==> src/rtl/cpu_pkg.sv <==
// Shared CPU front-end definitions: PC width default, sequencer states and
// next-PC select codes.
package cpu_pkg;

  localparam int unsigned PC_W_DEF = 16;

  typedef enum logic [1:0] {
    IDLE,
    REQ,
    HOLD,
    HALTED
  } state_t;

  typedef enum logic [1:0] {
    NPC_INC,
    NPC_BRANCH,
    NPC_JUMP
  } npc_sel_t;

endpackage

==> src/rtl/pc_next_calc.sv <==
// Combinational next-PC adder/mux: sequential increment, PC-relative branch
// (relative to the last issued instruction) or absolute jump.
module pc_next_calc
  import cpu_pkg::*;
#(
  parameter int unsigned PC_W = PC_W_DEF
) (
  input  logic [PC_W-1:0] pc,
  input  logic [PC_W-1:0] issued_pc,
  input  logic [PC_W-1:0] branch_off,
  input  logic [PC_W-1:0] jump_addr,
  input  npc_sel_t        sel,
  output logic [PC_W-1:0] next_pc
);

  localparam logic [PC_W-1:0] ONE = {{(PC_W-1){1'b0}}, 1'b1};

  // Branch target wraps modulo 2^PC_W by construction of the adder width.
  always_comb begin
    next_pc = pc + ONE;
    case (sel)
      NPC_BRANCH: next_pc = issued_pc + ONE + branch_off;
      NPC_JUMP:   next_pc = jump_addr;
      default:    next_pc = pc + ONE;
    endcase
  end

endmodule

==> src/rtl/pc_sequencer.sv <==
// Instruction-fetch PC sequencer: issues fetch requests, handles redirects
// (immediate or pending behind an in-flight fetch), stall and halt.
module pc_sequencer
  import cpu_pkg::*;
#(
  parameter int unsigned     PC_W     = PC_W_DEF,
  parameter logic [PC_W-1:0] RESET_PC = '0
) (
  input  logic            clock,
  input  logic            reset_n,
  input  logic            stall,
  input  logic            halt,
  input  logic            branch_en,
  input  logic [PC_W-1:0] branch_off,
  input  logic            jump_en,
  input  logic [PC_W-1:0] jump_addr,
  output logic            imem_req,
  output logic [PC_W-1:0] imem_addr,
  input  logic            imem_ack,
  output logic            instr_valid,
  output logic [PC_W-1:0] issued_pc
);

  state_t          state, state_nx;
  logic [PC_W-1:0] pc, pc_nx;
  logic [PC_W-1:0] pend_addr, pend_addr_nx;
  logic            pend, pend_nx;
  logic [PC_W-1:0] issued_nx;
  logic [PC_W-1:0] calc_pc;
  logic            redirect;
  npc_sel_t        sel;

  assign redirect  = jump_en | branch_en;
  assign imem_req  = (state == REQ);
  assign imem_addr = pc;

  always_comb begin
    sel = NPC_INC;
    if (jump_en)        sel = NPC_JUMP;
    else if (branch_en) sel = NPC_BRANCH;
  end

  pc_next_calc #(.PC_W(PC_W)) u_next (
    .pc        (pc),
    .issued_pc (issued_pc),
    .branch_off(branch_off),
    .jump_addr (jump_addr),
    .sel       (sel),
    .next_pc   (calc_pc)
  );

  always_comb begin
    state_nx     = state;
    pc_nx        = pc;
    pend_nx      = pend;
    pend_addr_nx = pend_addr;
    issued_nx    = issued_pc;
    instr_valid  = 1'b0;
    if (halt) begin
      state_nx = HALTED;
    end else begin
      case (state)
        IDLE: state_nx = REQ;
        REQ: begin
          if (imem_ack) begin
            // Any redirect, current or pending, kills the fetched instruction.
            if (redirect) begin
              pc_nx = calc_pc;
            end else if (pend) begin
              pc_nx = pend_addr;
            end else begin
              instr_valid = reset_n;
              issued_nx   = pc;
              pc_nx       = calc_pc;
            end
            pend_nx  = 1'b0;
            state_nx = stall ? HOLD : REQ;
          end else if (redirect) begin
            pend_nx      = 1'b1;
            pend_addr_nx = calc_pc;
          end
        end
        HOLD: begin
          if (redirect) pc_nx = calc_pc;
          if (!stall)   state_nx = REQ;
        end
        default: state_nx = HALTED;
      endcase
    end
  end

  always_ff @(posedge clock) begin
    if (!reset_n) begin
      state     <= IDLE;
      pc        <= RESET_PC;
      issued_pc <= RESET_PC;
      pend      <= 1'b0;
      pend_addr <= '0;
    end else begin
      state     <= state_nx;
      pc        <= pc_nx;
      issued_pc <= issued_nx;
      pend      <= pend_nx;
      pend_addr <= pend_addr_nx;
    end
  end

endmodule

==> config.mk <==
export PLATFORM = sky130hd
export DESIGN_NAME = pc_sequencer
export DESIGN_NICKNAME = d
export VERILOG_FILES = /design/src/rtl/cpu_pkg.sv /design/src/rtl/pc_next_calc.sv /design/src/rtl/pc_sequencer.sv
export SDC_FILE = /design/constraint.sdc
export NUM_CORES = 1
export LEC_CHECK = 0
export ABC_AREA = 0
export CORE_MARGIN = 2
export CORE_UTILIZATION = 24
export DETAILED_ROUTE_END_ITERATION = 7
export GPL_TIMING_DRIVEN = 0
export HOLD_SLACK_MARGIN = 0.02
export PLACE_DENSITY_LB_ADDON = 0.12
export SYNTH_ARGS = -nofsm -noshare
export SYNTH_HDL_FRONTEND = slang
export SYNTH_HIERARCHICAL = 1
export SYNTH_SLANG_ARGS = --single-unit
export TNS_END_PERCENT = 30
==> constraint.sdc <==
create_clock -name clock -period 3.6 [get_ports clock]
set_input_delay 0.72 -clock clock [delete_from_list [all_inputs] [get_ports clock]]
set_output_delay 0.72 -clock clock [all_outputs]
set_load 0.005 [all_outputs]
==> summary.txt <==
Status
  – Status: finished, final reports clean

Synthesis
  – Synth Area in Simple Gates: 0.206
  – Number of synthesized flops with an enable pin: 0
  – Synth Flop Type: dfxtp_1
  – Syn Nets: a little under 500
  – Synth Area in Compound Gates: 0.265
  – Register area share after synthesis: 0.289
  – Asr flop ratio synth: 0
  – XOR/XNOR Fraction of Synth Area: 0.0596
  – Mux cell area share after synthesis: 0.0486
  – Synth warnings: 6
  – Largest family of logic cells by synthesized area: compound AO/OA/AOI/OAI gates
  – Post-Syn Area: about 3500 µm²
  – Unique masters post-synth: 60
  – Synthesized area per cell: about 8 µm²
  – Synth Register Bits: 51
  – Syn Inst Count: around 430
  – Synth Area in Adders: 0.0872

Pwr
  – Leakage power figure: 1.77 nW
  – Switch Pwr: 0.464 mW
  – Int Pwr: approximately 1.2 mW
  – Power density cells: approximately 350 nW/µm²
  – Seq pwr share: 0.395
  – Combinational share of power: 0.224
  – Clk network pwr share: 0.381
  – Switching share of power: 0.283
  – VDD IR-drop max: ~0.22 mV

Floorplan
  – Die area: between 15000 and 20000 µm²
  – Total core area: ~14000 µm²
  – Die H: 125 µm
  – I/O Pins: 73
  – Initial core utilization: 0.245
  – Die width: about 130 µm
  – Row count: between 40 and 50

Detailed routing
  – WL/cell: between 15 and 20 µm
  – DR vias/cell: between 4 and 5
  – Final WL: approximately 12000 µm
  – Via count: roughly 3300
  – DRT iter0 DRCs: 139
  – Residual DRC: 0
  – TritonRoute pass-1 iters: 4
  – Routed Antenna Nets: 0

Clock network
  – CTS Buf Count: 5
  – Clk_lat worst skew: about 0.3 ns
  – CTS root buf: clkbuf_16
  – CTS clk-pin slew, worst paths: roughly 0.070 ns
  – H-tree levels: 2
  – Hold Buf Count CTS: 0
  – CTS sink count: just over 50
  – Clock buffer depth: 2
  – CTS tree: done

Setup path
  – Crit path capture type: output port
  – Max FO, Critical Path: 10
  – Reg2Reg Depth: 12
  – Crit Path Class: input pin to output port
  – CP required: approximately 2.9 ns
  – Worst Setup Start Kind: input pin
  – CP Data Arrival Time: 2.73 ns

Final layout
  – Layout cells sized above 1: 0.0684
  – Commonest non-fill, non-tap cell in the layout: nand2_1
  – Fill count: between 1500 and 2000
  – N_diodes: 0
  – Fin area: between 4000 and 5000 µm²
  – Area of the multi-input gates: 2360 µm²
  – Area growth from synthesis to layout: 32.8%
  – Most frequent cells in the layout: nand2_1, clkdlybuf4s50_1, dfxtp_1
  – Post-layout utilization of the core: 0.325
  – Final #Nets: about 570
  – Storage element area: just over 1000 µm²

STA
  – Measured slew at the worst slew-check pin: just under 0.7 ns
  – Fin. max-slew vios: 0
  – FMAX: 290 MHz
  – Final Hold Fails: 0
  – Hold WS: 0.472 ns
  – Relative slew slack: 0.539
  – TNS Setup: 0 ns
  – Fin crit period: approximately 3.4 ns
  – RSZ-0062 raised after global routing: no
  – Crit share post-route: 0.958
  – Setup ws final: 0.152 ns
  – Clock skew: between 0.007 and 0.008 ns
  – Endpoints failing setup: 0

Min path
  – Min-delay worst type: flop to flop
  – Hold Path Stages: 2

Placement
  – Placer Congestion: about 0.86
  – DP HPWL: 9330 µm
  – Instance area at placement: ~4500 µm²
  – Port bufs: 72
  – Place WS: -0.165 ns

GRT
  – First-pass GRT wire length: ~19000 µm
  – Initial antenna violation count: 0
  – Vias in the first global route: 3312
  – Largest net degree at the start of global routing: 16
  – Grt total ovfl: 0
  – Total track usage: 0.150

Job
  – Max-cap violations: 0
-- through the flow --
step	cells	power (mW)
6_report	696	1.64
5_1_grt	696	1.72
4_1_cts	695	1.66
3_5_place_dp	687	1.03
3_3_place_gp	687	1.02
2_1_floorplan	431	0.844
-- per-layer routing --
layer / track usage / routed length [µm]
met5: 0 / 0
met4: 0.0464 / 223
met3: 0.0201 / 314
met2: 0.249 / 5590
met1: 0.202 / 5630
-- power by group through the flow --
stage          clock network, mW  registers [mW]  logic [mW]
2_1_floorplan                  0           0.641       0.203
3_3_place_gp                   0           0.661       0.364
3_5_place_dp                   0           0.659       0.366
4_1_cts                    0.648           0.647       0.369
5_1_grt                    0.668           0.652       0.404
6_report                   0.623           0.646       0.367
-- final timing paths --
kind	from	end	slack, ns
max	imem_ack	instr_valid	0.15
min	pend_addr[10]	imem_addr[10]	0.47
min reg2reg	pend_addr[10]	imem_addr[10]	0.47
max reg2reg	issued_pc[0]	imem_addr[14]	0.84
-- cells in the mapped netlist (4+ instances only) --
library cell	n	area share
a21boi_0	11	0.023
a21boi_1	7	0.015
a21o_1	4	0.0085
a21oi_1	22	0.031
a221oi_1	7	0.017
a31oi_1	20	0.035
and3_1	4	0.0071
buf_2	4	0.0057
clkbuf_1	18	0.019
dfxtp_1	51	0.29
ha_1	23	0.082
inv_1	13	0.014
mux2i_1	16	0.045
nand2_1	90	0.096
nand3_1	5	0.0071
nand4_1	4	0.0071
nor2_1	10	0.011
nor2b_1	17	0.030
o21ai_0	8	0.011
o21ai_1	16	0.023
o221ai_2	4	0.017
xnor2_1	19	0.047
xor2_1	5	0.012
-- registers in the layout, indices dropped and copies added (netlist names) --
| name | cells |
|---|---|
| pend_addr | 16 |
| imem_addr | 16 |
| state | 2 |
| pend | 1 |
| issued_pc | 16 |
-- kinds of logic after synthesis --
logic type | after synthesis
compound gates | 125
xor+xnor | 24
fa+ha+maj | 24
buf+inv | 38
flops | 51
mux | 17
simple gates | 152
-- area by class of cell --
cell class / instances / area share
Buffer: 25 / 0.0235
Clock buffer: 6 / 0.0275
Clock inverter: 2 / 0.0128
Inverter: 13 / 0.0104
Multi-Input combinational cell: 342 / 0.503
Sequential cell: 51 / 0.218
Tap cell: 184 / 0.0491
Timing Repair Buffer: 73 / 0.156
-- critical path: stages --
cell and delay [ns]:
clkdlybuf4s50_1 0.52, nand3b_1 0.18, nor4_4 0.30, buf_4 0.20, buf_4 0.18, and2_1 0.14, clkdlybuf4s50_1 0.50
-- what timing repair did --
item | 4_1_cts | 5_1_grt
pin swaps | 0 | 1
setup endpoints to repair | 1 | 1
setup buffers | 0 | 1
resized for setup | 1 | 1
Note: power is estimated with default switching activity, not from simulation.
